$ cat src/rtl/apb_image_loader.sv
// APB master that packs a pixel stream into words, writes them to the CatRecognizer and samples CatRecOut.
// Latency: start->first SETUP 1 cycle; PIX_PER_WORD PACK + 2 bus cycles per word; done WAIT_CYCLES after GO ACCESS.
// Backpressure: pix_ready only in PACK while the word is not full. `APB_LOADER_SCORE_EN enables the pass/fail scoreboard.
module apb_image_loader #(
    parameter int DATA_W       = 8,
    parameter int PIX_PER_WORD = 3,
    parameter int AMBA_WORD    = DATA_W * PIX_PER_WORD,
    parameter int ADDR_W       = 13,
    parameter int NUM_PIXELS   = 12288,
    parameter int WAIT_CYCLES  = 4200
) (
    input  logic                 clk,
    input  logic                 rst,
    input  logic                 start,
    input  logic                 abort,
    input  logic                 pix_valid,
    input  logic [DATA_W-1:0]    pix_data,
    output logic                 pix_ready,
    output logic                 PSEL,
    output logic                 PENABLE,
    output logic                 PWRITE,
    output logic [ADDR_W-1:0]    PADDR,
    output logic [AMBA_WORD-1:0] PWDATA,
    input  logic                 cat_rec,
    input  logic                 exp_valid,
    input  logic                 exp_bit,
    output logic                 busy,
    output logic                 done,
    output logic                 result,
    output logic [15:0]          pass_cnt,
    output logic [15:0]          fail_cnt
);
    localparam int NUM_WORDS = (NUM_PIXELS + PIX_PER_WORD - 1) / PIX_PER_WORD;
    localparam int PCW = $clog2(NUM_PIXELS + 1);
    localparam int WDW = $clog2(NUM_WORDS + 1);
    localparam int SLW = $clog2(PIX_PER_WORD + 1);
    localparam int WCW = $clog2(WAIT_CYCLES + 1);

    typedef enum logic [2:0] {IDLE, CLR, PACK, SETUP, ACCESS, GO, WAIT} state_t;
    typedef enum logic [1:0] {XF_CLR, XF_PIX, XF_GO} xfer_t;

    state_t               state;
    xfer_t                xfer;
    logic [PCW-1:0]       pix_cnt;
    logic [WDW-1:0]       word_cnt;
    logic [SLW-1:0]       slot;
    logic [AMBA_WORD-1:0] word;
    logic [AMBA_WORD-1:0] word_nxt;
    logic [WCW-1:0]       wait_cnt;
    logic                 abort_q;
    logic                 accept;
    logic                 word_end;
    logic                 sample;

    assign busy      = (state != IDLE);
    assign pix_ready = (state == PACK) && (slot < SLW'(PIX_PER_WORD));
    assign accept    = pix_valid && pix_ready;
    assign word_end  = (slot == SLW'(PIX_PER_WORD - 1)) || (pix_cnt == PCW'(NUM_PIXELS - 1));

    // First pixel lands in the MSB slot; unused low slots of a final partial word stay zero.
    always_comb begin
        int sh;
        sh       = (PIX_PER_WORD - 1 - int'(slot)) * DATA_W;
        word_nxt = word | (AMBA_WORD'(pix_data) << sh);
    end

    always_comb begin
        sample = 1'b0;
        if (state == WAIT && !abort && wait_cnt == WCW'(WAIT_CYCLES - 1))
            sample = 1'b1;
        if (state == ACCESS && xfer == XF_GO && !abort && !abort_q && WAIT_CYCLES == 1)
            sample = 1'b1;
    end

    always_ff @(posedge clk or negedge rst) begin
        if (!rst) begin
            state    <= IDLE;
            xfer     <= XF_CLR;
            pix_cnt  <= '0;
            word_cnt <= '0;
            slot     <= '0;
            word     <= '0;
            wait_cnt <= '0;
            abort_q  <= 1'b0;
            PSEL     <= 1'b0;
            PENABLE  <= 1'b0;
            PWRITE   <= 1'b0;
            PADDR    <= '0;
            PWDATA   <= '0;
            done     <= 1'b0;
            result   <= 1'b0;
        end else begin
            done <= 1'b0;
            case (state)
                IDLE: begin
                    pix_cnt  <= '0;
                    word_cnt <= '0;
                    slot     <= '0;
                    word     <= '0;
                    abort_q  <= 1'b0;
                    if (start) begin
                        state  <= CLR;
                        xfer   <= XF_CLR;
                        PSEL   <= 1'b1;
                        PWRITE <= 1'b1;
                        PADDR  <= '0;
                        PWDATA <= '0;
                    end
                end
                // An abort seen during SETUP is remembered so the ACCESS still completes.
                CLR, SETUP: begin
                    PENABLE <= 1'b1;
                    abort_q <= abort;
                    state   <= ACCESS;
                end
                ACCESS: begin
                    PSEL    <= 1'b0;
                    PENABLE <= 1'b0;
                    PWRITE  <= 1'b0;
                    abort_q <= 1'b0;
                    if (abort || abort_q) begin
                        state <= IDLE;
                    end else begin
                        case (xfer)
                            XF_GO: begin
                                if (sample) begin
                                    result <= cat_rec;
                                    done   <= 1'b1;
                                    state  <= IDLE;
                                end else begin
                                    wait_cnt <= WCW'(1);
                                    state    <= WAIT;
                                end
                            end
                            XF_PIX:  state <= (word_cnt == WDW'(NUM_WORDS)) ? GO : PACK;
                            default: state <= PACK;
                        endcase
                    end
                end
                PACK: begin
                    if (abort) begin
                        state <= IDLE;
                    end else if (accept) begin
                        pix_cnt <= pix_cnt + PCW'(1);
                        if (word_end) begin
                            word     <= '0;
                            slot     <= '0;
                            word_cnt <= word_cnt + WDW'(1);
                            PADDR    <= ADDR_W'(word_cnt) + ADDR_W'(1);
                            PWDATA   <= word_nxt;
                            PSEL     <= 1'b1;
                            PWRITE   <= 1'b1;
                            xfer     <= XF_PIX;
                            state    <= SETUP;
                        end else begin
                            word <= word_nxt;
                            slot <= slot + SLW'(1);
                        end
                    end
                end
                GO: begin
                    if (abort) begin
                        state <= IDLE;
                    end else begin
                        PSEL   <= 1'b1;
                        PWRITE <= 1'b1;
                        PADDR  <= '0;
                        PWDATA <= AMBA_WORD'(1);
                        xfer   <= XF_GO;
                        state  <= SETUP;
                    end
                end
                WAIT: begin
                    if (abort) begin
                        state <= IDLE;
                    end else if (sample) begin
                        result <= cat_rec;
                        done   <= 1'b1;
                        state  <= IDLE;
                    end else begin
                        wait_cnt <= wait_cnt + WCW'(1);
                    end
                end
                default: state <= IDLE;
            endcase
        end
    end

`ifdef APB_LOADER_SCORE_EN
    always_ff @(posedge clk or negedge rst) begin
        if (!rst) begin
            pass_cnt <= '0;
            fail_cnt <= '0;
        end else if (sample && exp_valid) begin
            if (cat_rec == exp_bit) begin
                if (pass_cnt != 16'hFFFF) pass_cnt <= pass_cnt + 16'd1;
            end else begin
                if (fail_cnt != 16'hFFFF) fail_cnt <= fail_cnt + 16'd1;
            end
        end
    end
`else
    logic unused_exp;
    assign unused_exp = exp_valid ^ exp_bit;
    assign pass_cnt   = '0;
    assign fail_cnt   = '0;
`endif

endmodule

$ cat config.mk
export PLATFORM = sky130hd
export DESIGN_NAME = apb_image_loader
export DESIGN_NICKNAME = d
export VERILOG_FILES = /design/src/rtl/apb_image_loader.sv
export SDC_FILE = /design/constraint.sdc
export NUM_CORES = 1
export LEC_CHECK = 0
export CAP_MARGIN = 20
export CORE_ASPECT_RATIO = 0.6
export CORE_MARGIN = 2
export CORE_UTILIZATION = 55
export CTS_CLUSTER_DIAMETER = 120
export DETAILED_ROUTE_END_ITERATION = 8
export PLACE_DENSITY = 0.92
export SLEW_MARGIN = 30
export SYNTH_ARGS = -nofsm -noshare
export SYNTH_HDL_FRONTEND = slang
export SYNTH_SLANG_ARGS = --single-unit
$ cat constraint.sdc
create_clock -name clk -period 2.7 [get_ports clk]
set_input_delay 0.54 -clock clk [delete_from_list [all_inputs] [get_ports clk]]
set_output_delay 0.54 -clock clk [all_outputs]
set_load 0.05 [all_outputs]
Word-level counts from Yosys, hierarchy flattened:

Index checks and enable logic that the tools add are counted.

* register bits: 113
* input bits: 16
* output and inout port bits: 76
* word-level logic and storage cells: 138

* add/sub/neg operators: 5
* order comparisons: 1
* equality and inequality tests: 25
* shift operators: 1
* mux-type cells: 67
* bitwise gates (word level): 1
* reductions and logical operators: 24

Operators with widths (count)
* $mux W24: 8
* $mux W13: 10
* $pmux W24 S3: 1
* $pmux W13 S2: 2
* $pmux W24 S2: 1
* $pmux W13 S3: 1
* $shl A8 B32 Y24: 1
* $mux W14: 2
* $pmux W14 S2: 1
* $mux W3: 9
* $add A13 B1 Y13 const B: 2
* $eq A13 B13 Y1 const B: 2
* $or A24 B24 Y24: 1
* $mux W2: 9
* $ne A2 B2 Y1 const B: 9
* $pmux W3 S6: 1
* $reduce_and A6 Y1: 3
* $add A14 B1 Y14 const B: 1
* $eq A14 B14 Y1 const B: 1
* $mux W1: 14
* $reduce_and A4 Y1: 3
* $eq A3 B3 Y1 const B: 3
* $ne A3 B3 Y1 const B: 3
* $pmux W1 S2: 4
* other kinds (21): 32

Logic depth before layout (Yosys ltp):

* depth in word-level cells: 8
* gate-level depth with buffers: 8
* gate-level depth less buffers: 6

Worst setup path after synthesis:

Ideal clock, no wire load.

* kind: reg-to-reg
* start point: register slot[0]
* end point: register PADDR[11]
* library setup time: 0.125 ns
* arrival: 2.246 ns
* required time: 2.575 ns
* setup slack: 0.329 ns
* cell stages (with the launch flop): 8
* buffers on the path: 2
* clock period less this slack: 2.371 ns
* cell sequence: dfrtp_1 -> ha_1 -> or3b_1 -> buf_2 -> o211ai_4 -> a21boi_4 -> buf_12 -> mux2_4

* cells in the longest elaborated chain, start to end: 5
* elaborated cells on any way between the ends: 8
* classes of those cells: order compare: 1; eq/ne: 3; reduce/logical: 4

RTL lines
* start: declaration: line 46 `logic [SLW-1:0] slot;`
* start signal: assignment: line 157 `slot <= slot + SLW'(1);`
* $lt A2 B2 Y1: line 56 `assign pix_ready = (state == PACK) && (slot < SLW'(PIX_PER_WORD));`
* $logic_and A1 B1 Y1: line 56
* $logic_and A1 B1 Y1: line 57 `assign accept = pix_valid && pix_ready;`
* $ne A2 B2 Y1 (no source line)
* $reduce_and A6 Y1 (no source line) (*)
* end signal: assignment: line 149 `PADDR <= ADDR_W'(word_cnt) + ADDR_W'(1);`
* end: declaration: line 22 `output logic [ADDR_W-1:0] PADDR,`

Every way passes the cells marked *; elsewhere a longest branch is shown, timed or not.
A chain may end at the register's enable or synchronous reset.

Worst setup path after layout:

* start point: register state[0]
* end point: output port pix_ready

* cells in the longest elaborated chain, start to end: 2

RTL lines
* start: declaration: line 42 `state_t state;`
* start signal: assignment: line 135 `XF_PIX: state <= (word_cnt == WDW'(NUM_WORDS)) ? GO : PACK;`
* $eq A3 B2 Y1: line 56
* $logic_and A1 B1 Y1: line 56
* end: declaration: line 18 `output logic pix_ready,`

Every way passes these cells.

==> results.yml <==
run_status:
  status: "finished, violations left"
  violations: "DRC"
place:
  place_congestion: 0.9022
  post-place-ws_ns: 0.08324
  detailed_placer_s_ending_hpwl_mm: 10.58
  port-buffer-count: 57
layout:
  drive_gt1_frac: 0.1480
  layout-area-overhead-vs-synth_pct: 22.10
  antenna_cells: 0
  finish.net_count: 701
  commonest_cells_after_routing_fill_and_taps_aside: "112 x sky130_fd_sc_hd__dfrtp_1, 63 x sky130_fd_sc_hd__nor2_1, 59 x sky130_fd_sc_hd__a21oi_1"
  mostFrequentLayoutCell: "sky130_fd_sc_hd__dfrtp_1"
worst_setup_path:
  timing.critical_path.max_delay_family: "simple AND/OR/NAND/NOR gates"
  critical_path.reg2reg.startpoint: "slot[0]"
  critPathLaunch: "state[0]"
  timing.reg2reg.setup_slack_ns: 0.23
  critPathMaxStageDelay_ns: 0.51
  critical_path_buf_inv_count: 2
  setup.worst_path.end_class: "primary output"
  cp_cell_sequence: "or3b_1 > buf_4 > nor2_2 > buf_12"
  critPathSlowestCell: "sky130_fd_sc_hd__dfrtp_1"
  timing.critical_path.fanout_max: 27
  cp_data_arrival_time_ns: 2.05
  crit_type: "reg -> out"
  worst_ep_required_time_ns: 2.16
  crit_path_start_kind: "register"
pwr:
  cellInternalPower_mw: 4.479
  power-per-cell-area_mw_per_mm2: 1005
  p_sw_frac: 0.3940
  ir_drop_mv: 0.9127
  power_frac_comb: 0.395
  pwr-share-clk: 0.300
  totalPowerFinal_mw: 7.390
  pwr-share-seq: 0.304
  leakage_nw: 3.284
  net-switching-power_mw: 2.911
route:
  route.antenna.remaining_nets: 0
  wire_per_inst_um: 19.75
  dr.max_layer_used: "met4"
  drt_wl_total_mm: 16.36
  vias_after_detailed_routing: 5143
  detailroute.wirelength.met2_mm: 7.682
  post_drt_via_cell_ratio: 6.211
  wl_met3_mm: 1.555
  remaining_drc_errors: 1
  m1WireLength_mm: 6.689
  drtIter0Drc: 540
  drt_pre_antenna_iters: 8
global_route:
  grt_max_degree: 39
  initial_antenna_violation_count: 0
  gr-total-overflow: 0
  gr-usage-all-layers: 0.2826
  grt_pass1_vias: 5038
  grt_pass1_wl_mm: 26.21
timing:
  unrepaired_setup_endpoints_after_global_routing: "no"
  fin_hold_ws_ns: 0.09996
  final_critical_period_ns: 2.589
  layout_worst_path_cycle_share: 0.9588
  finalMaxSlewViolations: 0
  final.setup.tns_ns: 0
  transition_time_at_the_pin_with_the_least_slew_margin_ns: 0.6735
  achievable-frequency_mhz: 386.3
  finalSetupViolations: 0
  fin_ws_ns: 0.1113
  hold_violations: 0
  timing.max_slew.rel_slack: 0.5480
  timing.clock.skew_ns: 0.009859
clock_network:
  count_of_clock_tree_sinks: 113
  clk_path_buf_depth: 2
  cts.reportedPaths.clkPinSlew_ns: 0.05
  hold_buf_count_cts: 0
  clock_buffers_created_by_tritoncts: 17
  worst_skew_pair.late_latency_ns: 0.42
  tritoncts_clock_tree: "done"
  root_buffer: "sky130_fd_sc_hd__clkbuf_16"
  cts.htree.levels: 4
floorplanning:
  ioPinCount: 92
  die_y_um: 85.04
  rows: 29
  starting_density_of_the_core: 0.5681
  die_area_mm2: 0.01183
  die_width_um: 139.1
  floorplan.core_area_mm2: 0.01060
yosys:
  number_of_register_bits_inferred_by_synthesis: 113
  number_of_enable_flip_flop_cells_after_synthesis: 0
  synth_area_mm2: 0.006020
  syn-mean-instance-area_um2: 9.999
  synth_cell_type_count: 69
  synthesis.yosys.warnings: 0
  commonest_register_cell_after_synthesis: "sky130_fd_sc_hd__dfrtp_1"
  netlist_instances: 602
  synth.yosys.seq_area_share: 0.4698
  postSynth.asyncResetShare: 1.000
flow_run:
  max_cap_viol_count: 0
worst_hold_path:
  worstHoldPathType: "in -> async"
==> area by class of cell <==
cell class / count / area (µm²)
well taps: 139 / 173.9
multi-input cells: 429 / 2805
fillers: 727 / 3246
clock inverters: 5 / 75.07
repair buffers: 92 / 863.3
flip-flops and latches: 113 / 2829
clock buffers: 26 / 509.2
inverters: 24 / 93.84
==> through the flow <==
step | util | cell area, µm² | std cells
after global placement | 0.6350 | 6728 | 793
after detailed placement | 0.6350 | 6728 | 793
after global routing | 0.6937 | 7350 | 828
after floorplan | - | 6136 | 633
after CTS | 0.6901 | 7312 | 824
final | 0.6937 | 7350 | 828
==> timing repair <==
item | 4_1_cts | 5_1_grt
gates resized for setup | 0 | 3
endpoints found under the setup margin | 0 | 2
setup buffers | 0 | 4
==> synthesized netlist by cell type (3+ instances only) <==
cell	n	area, µm²
sky130_fd_sc_hd__a211oi_1	3	22.52
sky130_fd_sc_hd__a21o_1	3	22.52
sky130_fd_sc_hd__a21oi_1	60	300.3
sky130_fd_sc_hd__a22o_1	7	61.31
sky130_fd_sc_hd__a31oi_1	3	18.77
sky130_fd_sc_hd__a41o_1	5	50.05
sky130_fd_sc_hd__and2_1	8	50.05
sky130_fd_sc_hd__and3_1	4	25.02
sky130_fd_sc_hd__buf_2	7	35.03
sky130_fd_sc_hd__buf_4	35	262.8
sky130_fd_sc_hd__clkbuf_1	23	86.33
sky130_fd_sc_hd__dfrtp_1	113	2828
sky130_fd_sc_hd__ha_1	8	100.1
sky130_fd_sc_hd__inv_1	24	90.09
sky130_fd_sc_hd__mux2_2	8	90.09
sky130_fd_sc_hd__mux2_4	13	195.2
sky130_fd_sc_hd__mux2i_1	9	90.09
sky130_fd_sc_hd__nand2_1	28	105.1
sky130_fd_sc_hd__nand3_1	13	65.06
sky130_fd_sc_hd__nand4_1	12	75.07
sky130_fd_sc_hd__nor2_1	64	240.2
sky130_fd_sc_hd__nor2b_1	12	75.07
sky130_fd_sc_hd__nor3_1	9	45.04
sky130_fd_sc_hd__nor3b_1	4	30.03
sky130_fd_sc_hd__nor4_1	4	25.02
sky130_fd_sc_hd__nor4b_1	4	35.03
sky130_fd_sc_hd__o211ai_1	5	37.54
sky130_fd_sc_hd__o21a_1	6	45.04
sky130_fd_sc_hd__o21ai_0	19	95.09
sky130_fd_sc_hd__o221ai_1	5	43.79
sky130_fd_sc_hd__o22ai_1	3	18.77
sky130_fd_sc_hd__o2bb2ai_1	11	96.34
sky130_fd_sc_hd__o31ai_1	8	60.06
sky130_fd_sc_hd__or3_1	4	25.02
sky130_fd_sc_hd__or4_1	7	52.55
sky130_fd_sc_hd__xor2_1	10	87.58
==> metal layers <==
metal,track usage,vias to the layer above
li1,-,2265
met1,0.3684,2502
met2,0.4380,327
met3,0.1038,49
met4,0.1074,0
met5,0,-
==> cell families after synthesis <==
family	synth area share
AOI/OAI and AO/OA	0.1835
xor gates and xnor gates	0.01746
adders and majority gates	0.01663
buffers and inverters	0.08460
DFF	0.4698
muxes	0.06236
other	0.0006230
and+or+nand+nor	0.1650
==> power groups by stage <==
| stage | Clock, mW | Sequential (mW) | Combinational [mW] |
|---|---|---|---|
| after floorplan | 0 | 2.41 | 1.77 |
| after global placement | 0 | 2.22 | 2.62 |
| after detailed placement | 0 | 2.24 | 2.72 |
| after CTS | 2.23 | 2.23 | 2.78 |
| after global routing | 2.32 | 2.28 | 3.10 |
| final | 2.22 | 2.25 | 2.92 |
==> state kept, by name (all words and copies together) (netlist names) <==
| register | cells |
|---|---|
| done | 1 |
| PWDATA | 24 |
| PENABLE | 1 |
| abort_q | 1 |
| result | 1 |
| xfer | 2 |
| state | 3 |
| slot | 2 |
| word_cnt | 13 |
| wait_cnt | 13 |
| PWRITE | 1 |
| PADDR | 13 |
| pix_cnt | 14 |
| word | 24 |
==> final timing paths <==
kind,cells past startpoint,to
worst min register to register,1,PADDR[0]
max in group asynchronous,2,PADDR[10]
worst min-delay path,1,wait_cnt[9]
worst max register to register,6,word[0]
min in group clk,1,PADDR[0]
worst max-delay path,4,pix_ready
Power figures use the tool's default switching activity.
